[config.mk]
export PLATFORM = sky130hd
export DESIGN_NAME = fetch_queue
export DESIGN_NICKNAME = d
export VERILOG_FILES = /design/src/rtl/fetch_queue.sv
export SDC_FILE = /design/constraint.sdc
export NUM_CORES = 1
export LEC_CHECK = 0
export CORE_UTILIZATION = 51
export DETAILED_ROUTE_END_ITERATION = 12
export GPL_TIMING_DRIVEN = 0
export PLACE_DENSITY = 0.81
export SLEW_MARGIN = 30
export SYNTH_ARGS = -nofsm -noshare
export SYNTH_HDL_FRONTEND = slang
export SYNTH_SLANG_ARGS = --single-unit
[constraint.sdc]
create_clock -name clock -period 17.65 [get_ports clock]
set_input_delay 3.53 -clock clock [delete_from_list [all_inputs] [get_ports clock]]
set_output_delay 3.53 -clock clock [all_outputs]
set_load 0.1 [all_outputs]
[src/rtl/fetch_queue.sv]
// rtl/fetch_queue.sv - in-order IF->IS instruction buffer; FETCH_QUEUE_BYPASS_EN enables empty-queue bypass
package fetch_queue_pkg;
   typedef struct packed {
      logic        valid;
      logic [31:0] inst;
      logic [31:0] npc;
      logic [31:0] pc;
   } IF_ID_PACKET;
endpackage

module fetch_queue
   import fetch_queue_pkg::*;
#(
   parameter int DEPTH = 4
) (
   input  logic                         clock,
   input  logic                         reset,
   input  IF_ID_PACKET                  if_packet_in,
   output logic                         fq_ready,
   input  logic                         is_stall,
   input  logic                         squash,
   output IF_ID_PACKET                  if_id_packet_out,
   output logic [$clog2(DEPTH+1)-1:0]   fq_count
);
   localparam int PW = $clog2(DEPTH);
   localparam int CW = $clog2(DEPTH+1);

   IF_ID_PACKET   mem_q [DEPTH];
   logic [PW-1:0] head_q, head_d;
   logic [PW-1:0] tail_q, tail_d;
   logic [CW-1:0] count_q, count_d;
   logic          has_entry;
   logic          enq, deq, enq_wr, deq_head;

   always_comb begin
      fq_ready         = (count_q != CW'(DEPTH));
      has_entry        = (count_q != '0);
      if_id_packet_out = '0;
      if (has_entry) begin
         if_id_packet_out       = mem_q[head_q];
         if_id_packet_out.valid = 1'b1;
      end
`ifdef FETCH_QUEUE_BYPASS_EN
      else if (!squash) begin
         if_id_packet_out = if_packet_in;
      end
`endif
      enq      = if_packet_in.valid && fq_ready && !squash;
      deq      = if_id_packet_out.valid && !is_stall && !squash;
      deq_head = deq && has_entry;
`ifdef FETCH_QUEUE_BYPASS_EN
      // A packet consumed straight from the input never occupies an entry.
      enq_wr   = enq && !(deq && !has_entry);
`else
      enq_wr   = enq;
`endif
      head_d   = deq_head ? head_q + 1'b1 : head_q;
      tail_d   = enq_wr ? tail_q + 1'b1 : tail_q;
      count_d  = count_q;
      case ({enq_wr, deq_head})
         2'b10:   count_d = count_q + 1'b1;
         2'b01:   count_d = count_q - 1'b1;
         default: count_d = count_q;
      endcase
   end

   always_ff @(posedge clock) begin
      if (!reset || squash) begin
         head_q  <= '0;
         tail_q  <= '0;
         count_q <= '0;
         for (int i = 0; i < DEPTH; i++) begin
            mem_q[i].valid <= 1'b0;
         end
      end else begin
         if (enq_wr) begin
            mem_q[tail_q] <= if_packet_in;
         end
         head_q  <= head_d;
         tail_q  <= tail_d;
         count_q <= count_d;
      end
   end

   assign fq_count = count_q;
endmodule
==> After elaboration in Yosys (flattened, before gate mapping) <==
Memory sizes are Yosys's and may differ from the RTL's. A register that Yosys moved wholly into a read port is not among the register bits.
Index checks and enable logic that the tools add are counted.
W data, S select, Z words.
{ "totals": {"ramBits": 388, "regBits": 7, "input_bits": 101, "n_memories": 1} }
{ "memory_table": {"columns": ["name", "depth", "width", "rd", "rd_ports_with_merged_regs", "write_ports", "line_no", "source"], "rows": [
  ["mem_q", 4, 97, 1, 1, 4, "28", "IF_ID_PACKET mem_q [DEPTH];"]
]} }
{ "op_classes": {"add_sub_neg": 4, "eq_ne": 3, "reduce_logical": 12, "muxes": 12} }
{ "op_table": {"columns": ["operator", "count"], "rows": [
  ["$mux W97", 2],
  ["$reduce_or A97 Y1", 1],
  ["$mux W2", 4],
  ["$pmux W3 S2", 1],
  ["$logic_and A1 B1 Y1", 5],
  ["$mux W1", 5],
  ["$add A2 B1 Y2 const B", 2],
  ["$add A3 B1 Y3 const B", 1],
  ["$logic_not A1 Y1", 3],
  ["$ne A3 B3 Y1 const B", 1],
  ["$reduce_bool A3 Y1", 1],
  ["$sub A3 B1 Y3 const B", 1],
  ["$eq A2 B1 Y1 const B", 1],
  ["$eq A2 B2 Y1 const B", 1],
  ["$reduce_bool A2 Y1", 1],
  ["$logic_or A1 B1 Y1", 1]
]} }

==> Logic depth before layout (Yosys ltp) <==
{ "logic_depth": {"ltp_word": 8, "ltp_mapped": 10} }

==> Worst setup path before layout <==
OpenSTA, ideal clock, no wires.
{ "synth_timing": {"path_type": "input-to-reg", "startpoint": "input port squash", "endpoint": "memory mem_q[1][0] in the netlist's numbering, enable pin", "arrival_ps": 12901, "setup_time_ps": 789, "required_ps": 16861, "cell_stages": 2, "n_path_buf": 0, "path_slack_ps": 3960, "cell_sequence": "nand2b_1 > nor4_1"} }
{ "synth_rtl": {"columns": ["element", "line_no", "source"], "rows": [
  ["start, declared", "21", "input logic squash,"],
  ["end, declared", "28", null]
]} }

==> metrics.yaml <==
timing:
  finalSetupViolCount: 0
  maxSlewViolCount: 0
  max_freq_mhz: 139
  rsz0062_at_grt: "false"
  skew_ns: 0.0159
  hold_viol_final: 0
  period_needed_ns: 7.21
  tightestPinTransition_ns: 1.03
  relSlewSlack_pct: 31.4
  postLayoutSetupSlackWorst_ns: 10.44
  period_share_pct: 40.9
power_and_ir_drop:
  sw_frac_of_total_pct: 22.0
  power_frac_clock_pct: 40.1
  p_leak_uw: 0.00615
  power_frac_seq_pct: 51.8
  switchingPower_uw: 438
  vdd_ir_drop_max_v: 0.0000738
  p_int_uw: 1560
  powerDensity_nw_per_um2: 101
  pwr-share-comb_pct: 8.2
clocking:
  htreeDepth: 2
  cts_hold_buffers: 0
  cts_setup_buffers: 0
  cts_buffer_depth: 3
  tritoncts: "built"
  cts-root-buf: "clkbuf_16"
  path_clk_slew_ns: 0.06
  numCtsBuffers: 40
  insertion_delay_ns: 0.52
  cts_sinks: 393
  ctsResizeCount: 0
synth:
  synthArstFlopShare_pct: 0
  synth_seq_cells: 393
  synthTopCellsByArea: "edfxtp_1 74%, mux4_2 14%, and2_1 6.5%"
  synth_xor_area_share_pct: 0.112
  synth_compound_area_share_pct: 0.327
  synth_warnings: 0
  syn_area_um2: 15700
  synthFlopType: "edfxtp_1"
  syn_area_per_cell_um2: 20.5
  synth_fa_ha_area_share_pct: 0.207
  yosys.cell_types.count: 32
  synth_top_area_cell: "edfxtp_1"
  synth_top_family_by_area: "multiplexers"
  synth.mux.area_fraction_pct: 13.8
  synth-edff-count: 384
  yosys-top-cells-count: "384 x edfxtp_1, 163 x and2_1, 96 x mux4_2"
  yosysMostFrequentCell: "edfxtp_1"
  synth_cells: 767
  syn-num-nets: 870
  seq_area_frac_synth_pct: 74.7
  netlist.area_leader.share_pct: 73.5
  yosys.area_share.simple_pct: 9.05
placement:
  placed_area_um2: 18600
  io_buffers: 201
  gp_congestion: 0.728
  place_ws_ns: 9.98
  place_hpwl_um: 21400
global_route:
  grt_overflow: 0
  grt_pass1_wl_um: 48400
  use_met2_pct: 34.2
  grt_max_degree: 38
  grt_pass1_vias: 8554
  met1_usage_pct: 28.0
  antenna_found_initial: 1
  grt.total_usage_pct: 20.7
  grt_busiest_layer: "met2"
  use_met3_pct: 4.24
route:
  vias: 8052
  firstDrtPassIters: 5
  wirelength_um: 31600
  antenna_left: 0
  drc: 0
  viasPerCell: 5.43
  drt_iter0_markers: 678
  routedWlPerCell_um: 21.3
worst_setup_path:
  r2r-start: "fq_count[0]"
  worstSetupPathType: "in2reg"
  start_kind: "input pin"
  reg2reg_slack_ns: 13.65
  required_ns: 17.87
  crit_fanout: 8
  cp-end-kind: "register"
  worstSetupStartpoint: "reset"
  worstPathArrival_ns: 7.43
finish:
  final_layout_size_suffix_gt1_share_pct: 24.9
  num-nets-final: 1167
  diodes: 0
  multi_input_area_um2: 3700
  areaGrowthSynthToFinish_pct: 26.2
  fin_area_um2: 19800
  fillers: 1998
  final-seq-area_um2: 11700
outcome:
  status: "finished clean"
floorplan:
  die-height_um: 177
  die_w_um: 177
  initial_core_util_pct: 52.4
  rows: 63
  die_area_um2: 31500
  core_um2: 30000
  io_pins: 202
hold_path:
  worstHoldStart: "head_q[1]"
  min_path_type: "reg2reg"
run:
  max_cap_viol_count: 0
-- critical path, cell delays in order --
cell	delay (ns)
clkdlybuf4s50_1	0.47
nor2b_1	0.31
nand3_1	0.22
nor3b_2	0.44
buf_4	0.27
buf_4	0.20
buf_4	0.17
buf_4	0.18
buf_4	0.21
buf_4	0.21
buf_4	0.21
buf_4	0.19
buf_4	0.21
buf_4	0.20
buf_4	0.18
buf_4	0.19
-- layer usage --
| layer | wire (um) | up-vias |
|---|---|---|
| li1 | - | 3616 |
| met1 | 13100 | 4131 |
| met2 | 15800 | 251 |
| met3 | 1910 | 52 |
| met4 | 753 | 2 |
| met5 | 13 | - |
-- stage by stage --
step / power [uW] / utilization [%] / instances / hold WS (ns) / TNS, ns
floorplan: 1160 / - / 767 / 0.459 / 0
global placement: 1220 / 60.7 / 1358 / 0.477 / -322.04
detailed placement: 1220 / 62.0 / 1412 / 0.485 / 0
CTS: 2010 / 66.2 / 1483 / 0.516 / 0
global route: 2050 / 66.1 / 1483 / 0.565 / 0
finish: 2000 / 66.1 / 1483 / 0.523 / 0
-- path summary, 6_finish.rpt --
kind,to,cells past startpoint
setup reg to reg,mem_q[2][73],16
hold reg to reg,register,2
hold / removal,register,2
setup / recovery,mem_q[2][73],16
-- logic make-up (layout without fill, tap and decap cells) --
logic type               count (synthesis)  count (layout)
flip-flops                             393             393
XOR/XNOR                                 2               2
AO/OA/AOI/OAI                            9               9
multiplexers                            96              96
adder cells (fa/ha/maj)                  2               2
buffers and inverters                   49             375
AND/OR/NAND/NOR                        216             216
-- power by group through the flow --
stage / clock (uW) / sequential, uW / combinational [uW]
CTS: 815 / 1030 / 165
global route: 851 / 1030 / 170
finish: 800 / 1030 / 163
floorplan: 0 / 1050 / 105
detailed placement: 0 / 1050 / 164
global placement: 0 / 1060 / 160
-- cells in the final DEF, fill, tap and decap left out, drive strengths merged, types with 2 or more instances in the layout --
master and instances:
edfxtp 384, and2 193, clkdlybuf4s50 191, mux4 96, buf 86, clkbuf 74, clkinv 14, dfxtp 9
inv 5, nand2b 4, a21oi 4, nand2 3, nor2 3, bufinv 3, nor3 3, nor3b 2
xor2 2, o21ai 2, or3 2, o211ai 2, clkinvlp 2, and3 2
-- area by class of cell --
class                   instances  share of cell area [%]
clock buffers                  52                    5.39
well taps                     390                    2.46
flip-flops and latches        393                    59.1
inverters                       5                  0.0948
clock inverters                19                   0.859
multi-input cells             325                    18.7
plain buffers                  44                    1.38
repair buffers                255                    12.0
-- registers in the layout, indices dropped and copies added, names as in the netlist, named ones only --
signal,flops
fq_count,3
head_q,2
mem_q,384
tail_q,2
Power figures use the tool's default switching activity.
